File: src/rtl/dlock_pkg.sv
// -----------------------------------------------------------------------------
// dlock_pkg
// Shared definitions for the digital lock front end.
//   btn_state_t        : debounce FSM state encoding used by btn_cond
//   DLOCK_DEBOUNCE_DEF : default number of identical samples to accept a level
//   DLOCK_STUCK_DEF    : default debounced-high duration that flags a stuck key
// -----------------------------------------------------------------------------
package dlock_pkg;

  typedef enum logic [1:0] {
    LO_IDLE = 2'd0,
    LO_WAIT = 2'd1,
    HI_IDLE = 2'd2,
    HI_WAIT = 2'd3
  } btn_state_t;

  localparam int DLOCK_DEBOUNCE_DEF = 4;
  localparam int DLOCK_STUCK_DEF    = 1024;

endpackage

File: src/rtl/sync_2ff.sv
// -----------------------------------------------------------------------------
// sync_2ff
// One-bit, two-flop synchronizer. Both flops update on the falling edge of clk
// so that it lines up with the rest of the lock logic.
// Ports:
//   clk   in  clock (falling-edge active)
//   clear in  synchronous active-low reset, forces both stages to 0
//   d     in  asynchronous input
//   q     out synchronized output (second stage)
// -----------------------------------------------------------------------------
module sync_2ff (
  input  logic clk,
  input  logic clear,
  input  logic d,
  output logic q
);

  logic meta_reg;
  logic sync_reg;

  always_ff @(negedge clk) begin
    if (!clear) begin
      meta_reg <= 1'b0;
      sync_reg <= 1'b0;
    end else begin
      meta_reg <= d;
      sync_reg <= meta_reg;
    end
  end

  assign q = sync_reg;

endmodule

File: src/rtl/btn_cond.sv
// -----------------------------------------------------------------------------
// btn_cond
// Pushbutton conditioner feeding the lock's serial b_in. Synchronizes the raw
// button, debounces it with a four-state FSM and emits one-cycle press/release
// pulses. All flops update on the falling edge of clk.
// Parameters:
//   DEBOUNCE_CYCLES : identical synchronized samples needed to accept a level
//                     change (1..255)
//   STUCK_CYCLES    : debounced-high duration that flags a stuck button
// Ports:
//   clk           in  clock (falling-edge active)
//   clear         in  synchronous active-low reset
//   btn_raw       in  asynchronous raw button, 1 = pressed
//   b_out         out debounced level
//   press_pulse   out one-cycle pulse when b_out rises
//   release_pulse out one-cycle pulse when b_out falls
//   stuck         out stuck-button flag
// Build option:
//   BTN_COND_STUCK_EN : when defined, a button held high for STUCK_CYCLES edges
//                       forces b_out low and raises stuck until the button has
//                       been seen low for DEBOUNCE_CYCLES samples. When not
//                       defined, stuck is tied to 0.
// -----------------------------------------------------------------------------
module btn_cond
  import dlock_pkg::*;
#(
  parameter int DEBOUNCE_CYCLES = DLOCK_DEBOUNCE_DEF,
  parameter int STUCK_CYCLES    = DLOCK_STUCK_DEF
) (
  input  logic clk,
  input  logic clear,
  input  logic btn_raw,
  output logic b_out,
  output logic press_pulse,
  output logic release_pulse,
  output logic stuck
);

  localparam int CNT_W = $clog2(DEBOUNCE_CYCLES + 1);
  localparam logic [CNT_W-1:0] CNT_ONE  = CNT_W'(1);
  localparam logic [CNT_W-1:0] CNT_LAST = CNT_W'(DEBOUNCE_CYCLES - 1);

  if (DEBOUNCE_CYCLES < 1 || DEBOUNCE_CYCLES > 255 || STUCK_CYCLES < 1) begin : g_bad_cfg
    $error("btn_cond: DEBOUNCE_CYCLES or STUCK_CYCLES out of range");
  end

  logic s;

  sync_2ff u_sync (
    .clk   (clk),
    .clear (clear),
    .d     (btn_raw),
    .q     (s)
  );

  btn_state_t       state_reg, state_next;
  logic [CNT_W-1:0] cnt_reg, cnt_next;
  logic             b_reg, b_next;
  logic             press_reg, press_next;
  logic             release_reg, release_next;
  logic             hold_low;

`ifdef BTN_COND_STUCK_EN
  localparam int SCNT_W = $clog2(STUCK_CYCLES + 1);
  localparam logic [SCNT_W-1:0] SCNT_LAST = SCNT_W'(STUCK_CYCLES - 1);
  localparam logic [SCNT_W-1:0] SCNT_MAX  = SCNT_W'(STUCK_CYCLES);

  logic              stuck_reg, stuck_next;
  logic [SCNT_W-1:0] stuck_cnt_reg, stuck_cnt_next;

  // While flagged stuck the FSM parks in LO_IDLE and the debounce counter
  // instead measures how long the button has been seen released.
  assign hold_low = stuck_reg;
  assign stuck    = stuck_reg;
`else
  assign hold_low = 1'b0;
  assign stuck    = 1'b0;
`endif

  always_ff @(negedge clk) begin
    if (!clear) begin
      state_reg     <= LO_IDLE;
      cnt_reg       <= '0;
      b_reg         <= 1'b0;
      press_reg     <= 1'b0;
      release_reg   <= 1'b0;
`ifdef BTN_COND_STUCK_EN
      stuck_reg     <= 1'b0;
      stuck_cnt_reg <= '0;
`endif
    end else begin
      state_reg     <= state_next;
      cnt_reg       <= cnt_next;
      b_reg         <= b_next;
      press_reg     <= press_next;
      release_reg   <= release_next;
`ifdef BTN_COND_STUCK_EN
      stuck_reg     <= stuck_next;
      stuck_cnt_reg <= stuck_cnt_next;
`endif
    end
  end

  always_comb begin
    state_next   = state_reg;
    cnt_next     = cnt_reg;
    b_next       = b_reg;
    press_next   = 1'b0;
    release_next = 1'b0;
`ifdef BTN_COND_STUCK_EN
    stuck_next     = stuck_reg;
    stuck_cnt_next = '0;
`endif

    case (state_reg)
      LO_IDLE: begin
        if (hold_low) begin
          if (s) begin
            cnt_next = '0;
          end else if (cnt_reg == CNT_LAST) begin
            cnt_next = '0;
`ifdef BTN_COND_STUCK_EN
            stuck_next = 1'b0;
`endif
          end else begin
            cnt_next = cnt_reg + CNT_ONE;
          end
        end else if (s) begin
          // A single-sample debounce accepts on the first high sample.
          if (DEBOUNCE_CYCLES == 1) begin
            state_next = HI_IDLE;
            b_next     = 1'b1;
            press_next = 1'b1;
            cnt_next   = '0;
          end else begin
            state_next = LO_WAIT;
            cnt_next   = CNT_ONE;
          end
        end
      end
      LO_WAIT: begin
        if (!s) begin
          state_next = LO_IDLE;
          cnt_next   = '0;
        end else if (cnt_reg == CNT_LAST) begin
          state_next = HI_IDLE;
          b_next     = 1'b1;
          press_next = 1'b1;
          cnt_next   = '0;
        end else begin
          cnt_next = cnt_reg + CNT_ONE;
        end
      end
      HI_IDLE: begin
        if (!s) begin
          if (DEBOUNCE_CYCLES == 1) begin
            state_next   = LO_IDLE;
            b_next       = 1'b0;
            release_next = 1'b1;
            cnt_next     = '0;
          end else begin
            state_next = HI_WAIT;
            cnt_next   = CNT_ONE;
          end
        end
      end
      HI_WAIT: begin
        if (s) begin
          state_next = HI_IDLE;
          cnt_next   = '0;
        end else if (cnt_reg == CNT_LAST) begin
          state_next   = LO_IDLE;
          b_next       = 1'b0;
          release_next = 1'b1;
          cnt_next     = '0;
        end else begin
          cnt_next = cnt_reg + CNT_ONE;
        end
      end
      default: begin
        state_next = LO_IDLE;
        cnt_next   = '0;
      end
    endcase

`ifdef BTN_COND_STUCK_EN
    // The stuck timeout takes priority over a release accepted on the same
    // edge: the level drops silently and no pulse is produced.
    if (state_reg == HI_IDLE || state_reg == HI_WAIT) begin
      if (stuck_cnt_reg == SCNT_LAST) begin
        stuck_cnt_next = SCNT_MAX;
        stuck_next     = 1'b1;
        b_next         = 1'b0;
        state_next     = LO_IDLE;
        cnt_next       = '0;
        press_next     = 1'b0;
        release_next   = 1'b0;
      end else begin
        stuck_cnt_next = stuck_cnt_reg + SCNT_W'(1);
      end
    end
`endif
  end

  assign b_out         = b_reg;
  assign press_pulse   = press_reg;
  assign release_pulse = release_reg;

endmodule

File: config.mk
export PLATFORM = sky130hd
export DESIGN_NAME = btn_cond
export DESIGN_NICKNAME = d
export VERILOG_FILES = /design/src/rtl/dlock_pkg.sv /design/src/rtl/sync_2ff.sv /design/src/rtl/btn_cond.sv
export SDC_FILE = /design/constraint.sdc
export NUM_CORES = 1
export LEC_CHECK = 0
export ABC_AREA = 1
export CORE_MARGIN = 2
export CORE_UTILIZATION = 28
export DETAILED_ROUTE_END_ITERATION = 12
export GPL_TIMING_DRIVEN = 0
export PLACE_DENSITY = 0.61
export REMOVE_ABC_BUFFERS = 1
export SYNTH_ARGS = -nofsm -noshare
export SYNTH_HDL_FRONTEND = slang
export SYNTH_SLANG_ARGS = --single-unit
export TNS_END_PERCENT = 10
File: constraint.sdc
create_clock -name clk -period 1 [get_ports clk]
set_input_delay 0.15 -clock clk [delete_from_list [all_inputs] [get_ports clk]]
set_output_delay 0.15 -clock clk [all_outputs]
set_load 0.005 [all_outputs]
After elaboration in Yosys (flattened, before gate mapping)
Index checks and enable logic that the tools add are counted.
{ "word_totals": {"regBits": 10, "word_cells": 48, "in_bits": 3, "output_inout_bits": 4, "latch_bits": 0, "mem_bits_ro": 0, "ramBits": 0, "n_memories": 0} }
{ "op_classes": {"div_mod_pow": 0, "addsub": 1, "n_bitwise": 2, "mul": 0, "eq_ne": 12, "mux": 19, "n_lt_le_gt_ge": 0, "shift": 0, "n_reduce_logical": 7} }
{ "ops": {"columns": ["operator", "n"], "rows": [
  ["two-way mux 3 bit", 5],
  ["two-way mux 2 bit", 6],
  ["case mux 3 bit (4 select lines)", 1],
  ["!= test 2 bit, second input constant", 4],
  ["case mux 2 bit (4 select lines)", 1],
  ["two-way mux 1 bit", 5],
  ["AND reduction 5 bit", 1],
  ["equality test 2 bit, second input constant", 2],
  ["!= test 2 x 1 -> 1 bit, second input constant", 2],
  ["AND reduction 4 bit", 1],
  ["adder 3 x 1 -> 3 bit, second input constant", 1],
  ["equality test 3 x 2 -> 1 bit, second input constant", 1],
  ["!= test 3 x 2 -> 1 bit, second input constant", 1],
  ["!= test 3 bit, second input constant", 1],
  ["AND reduction 3 bit", 1],
  ["OR reduction 3 bit", 1],
  ["equality test 2 x 1 -> 1 bit, second input constant", 1],
  ["zero test 2 bit", 1],
  ["inverter 1 bit", 2],
  ["case mux 1 bit (2 select lines)", 1],
  ["AND reduction 2 bit", 1],
  ["nonzero test 2 bit", 1]
]} }

Logic depth before layout (Yosys ltp)
{ "logic_depth": {"depth_word": 4, "mapped_depth": 6, "ltp_nobuf": 6} }

Hierarchy
A second synthesis with hierarchy kept.
{ "hier_totals": {"hier_cells": 56, "area_unflattened_um2": 409.1} }
{ "by_module_without_submodules": {"columns": ["mod", "cells_per_inst", "area_per_inst_um2", "instances", "seq_area_each_um2"], "rows": [
  ["btn_cond", 49, 350.3, 1, 160.2],
  ["sync_2ff", 7, 58.8, 1, 40.0]
]} }

==> impl_summary.txt <==
----------------------------------------------------
[Outcome]
  Result of the run ... finished, violations left
  Violations in the final reports ... setup timing

[STA]
  Final Max Tran Viols ... 0
  RSZ-0062 raised after global routing ... true
  Setup slack after layout ... -0.390 ns
  Post-Route Hold Slack ... between 0.4 and 0.5 ns
  Final setup viols ... 6
  Final hold vios ... 0
  Clock skew ... just over 0.007 ns

[Clock network]
  Library cell used as clock root buffer ... clkbuf_4
  Sinks on the clock net ... 10
  Skew-Pair Late Insertion Delay ... around 0.33 ns
  Number of H-tree levels ... 1
  Buffers from clock root to sink, at most ... 2
  Postcts setup bufs ... 0
  Hold-fix buffers, CTS ... 0
  Reg clk slew, reported paths ... 0.03 ns
  CTS tree ... built
  CTS Buf Count ... 3

[Detailed routing]
  # DRC ... 0
  Wirelength per Cell ... 8.41 µm
  Initial DRT Pass Iterations ... 2
  DR vias ... between 300 and 400
  Number of design-rule violations left by the first detailed-router iteration ... 4
  Number of nets with antenna violations after routing ... 0
  Detailed Route WL ... 698 µm
  Vias per Instance ... 4.42

[Floorplanning]
  Vert. Die Dim ... 42.4 µm
  Starting utilization of the core area ... approximately 31%
  Boundary pin count ... 7
  Area of the core ... 1330 µm²
  Horizontal die dimension ... 42.4 µm
  Die area ... 1800 µm²
  # rows ... 13

[Worst setup path]
  Startpoint kind of the worst setup timing path ... flip-flop
  Category of the worst setup path capture point ... primary output
  Data arrival at the endpoint of the critical path ... 1.24 ns
  Critical path class ... reg -> out
  Delay-heaviest family, CP ... flip-flops
  List of cells traversed by the critical path ... buf_2
  Highest fanout seen on the critical path ... 2
  Max stage delay on crit path ... ~0.30 ns
  Bufs and invs on worst path ... 1
  Critical Path RT ... 0.85 ns
  Slowest stage cell on the critical path ... dfxtp_2

[Pwr]
  Power, Total ... 0.000886 W
  Areal power density over the cells ... roughly 1700 nW/µm²
  Leakage ... 0.268 nW
  Largest vdd supply drop ... 0.955 mV

[Yosys]
  Post-synthesis register bit count ... 10
  Gate count of the mapped netlist ... 52
  Top-count cell post-synth ... dfxtp_1
  Post-Synthesis Cell Area ... 413 µm²
  Number of synthesized flops with an enable pin ... 0
  Post-synth cell types ... 17
  Main synth FF type ... dfxtp_1
  Commonest cells in the netlist ... dfxtp_1 (10), nand2_1 (9), inv_1 (7), nand3_1 (4), nor2_1 (4)
  Portion of the post-synthesis area used by sequential elements ... 48.5%
  Top area cells in the synthesized netlist ... dfxtp_1 (48%), nand2_1 (8.2%), inv_1 (6.4%)
  Cell type with the largest total area after synthesis ... dfxtp_1
  Share of flip-flops with an asynchronous set or reset ... 0%
  Synthesis Warnings ... 0
  Fraction of post-synthesis cell area in the top cell type by area ... 48.5%
  Mean instance size in the synthesized netlist ... 7.94 µm²

[Cells and area]
  Number of antenna cells inserted ... 0
  Area overhead of the layout relative to synthesis ... 26.7%
  Area occupied by multi-input gates ... 173 µm²
  Nets ... 73
  Max FFs per register ... 3
  Sequential cell area ... 204 µm²
  Number of inserted filler cells in the final layout ... 145
  Share of final-layout standard cells stronger than drive strength 1 ... 27.9%

[Global route]
  Overall routing resource usage ... around a tenth
  Pin count of the biggest net entering global routing ... 10
  Global-route wire length before repair ... between 1 and 1.5 mm
  Residual overflow from global routing ... 0
  Vias in the first global route ... between 300 and 400
  Number of antenna violations at the first check in global routing ... 0

[Placed design]
  IO Port Bufs ... 5
  Final GP Congestion ... 0.646

[Min path]
  Min-Delay Path Class ... reg -> reg

[Flow run]
  Max_cap viols ... 0

----------------------------------------------------
final cells by class:
cell class	count	area share, %
inverter	7	5.02
multi-input combinational	32	33.0
timing repair buffer	5	6.94
clock buffer	3	4.31
sequential	10	39.0
tap	15	3.59
clock inverter	11	8.13
metrics by stage:
step                util [%]  instances  setup TNS [ns]  setup WS (ns)  area, µm²
CTS                     38.7         83           -1.33         -0.402        517
floorplan                  -         50         -0.0144        -0.0144        398
global route            39.2         83           -1.77         -0.441        523
global placement        35.0         70           -7.42         -0.755        467
finish                  39.2         83           -1.25         -0.390        523
detailed placement      35.0         70           -7.50         -0.756        467
placed cells by master, fill, tap and decap left out, drive strengths merged:
cell	netlist	layout
inv	8	17
nand2	13	13
dfxtp	10	10
nor2	6	6
nand3	4	4
a21oi	3	3
clkbuf	0	3
buf	2	3
nor3	1	1
o21bai	1	1
o22ai	1	1
nand4	1	1
ha	1	1
conb	1	1
clkinvlp	0	1
clkdlybuf4s50	0	1
clkdlybuf4s15	0	1
what timing repair did:
item,4_1_cts,5_1_grt
pin swaps,0,2
endpoints found under the setup margin,13,10
resized for setup,17,2
where the power goes:
| part | internal (W) | switching, W | total, W |
|---|---|---|---|
| logic | 0.0000146 | 0.0000189 | 0.0000335 |
| clock network | 0.000198 | 0.000239 | 0.000438 |
| registers | 0.000409 | 0.00000514 | 0.000415 |
final timing paths:
check	from	endpoint	slack, ns	cells past startpoint
setup / recovery	b_out	b_out	-0.39	1
setup reg to reg	cnt_reg[0]	b_out	-0.05	6
hold reg to reg	u_sync.meta_reg	u_sync.q	0.41	2
hold / removal	u_sync.meta_reg	u_sync.q	0.41	2
metal layers:
metal  track usage (%)  up-vias  wire, µm
li1                  -      190         -
met1              8.36      165       299
met2              14.2       10       322
met3              9.91        2        62
met4              10.0        0        13
met5                 0        -         0
kinds of logic after synthesis:
family                     Yosys count  synth area share [%]
and+or+nand+nor                     25                  29.7
buffers and inverters               10                  10.9
DFF                                 10                  48.5
AOI/OAI and AO/OA                    5                  6.97
adders and majority gates            1                  3.03
other                                1                 0.908
No activity file was read; power rests on OpenSTA's default activity.
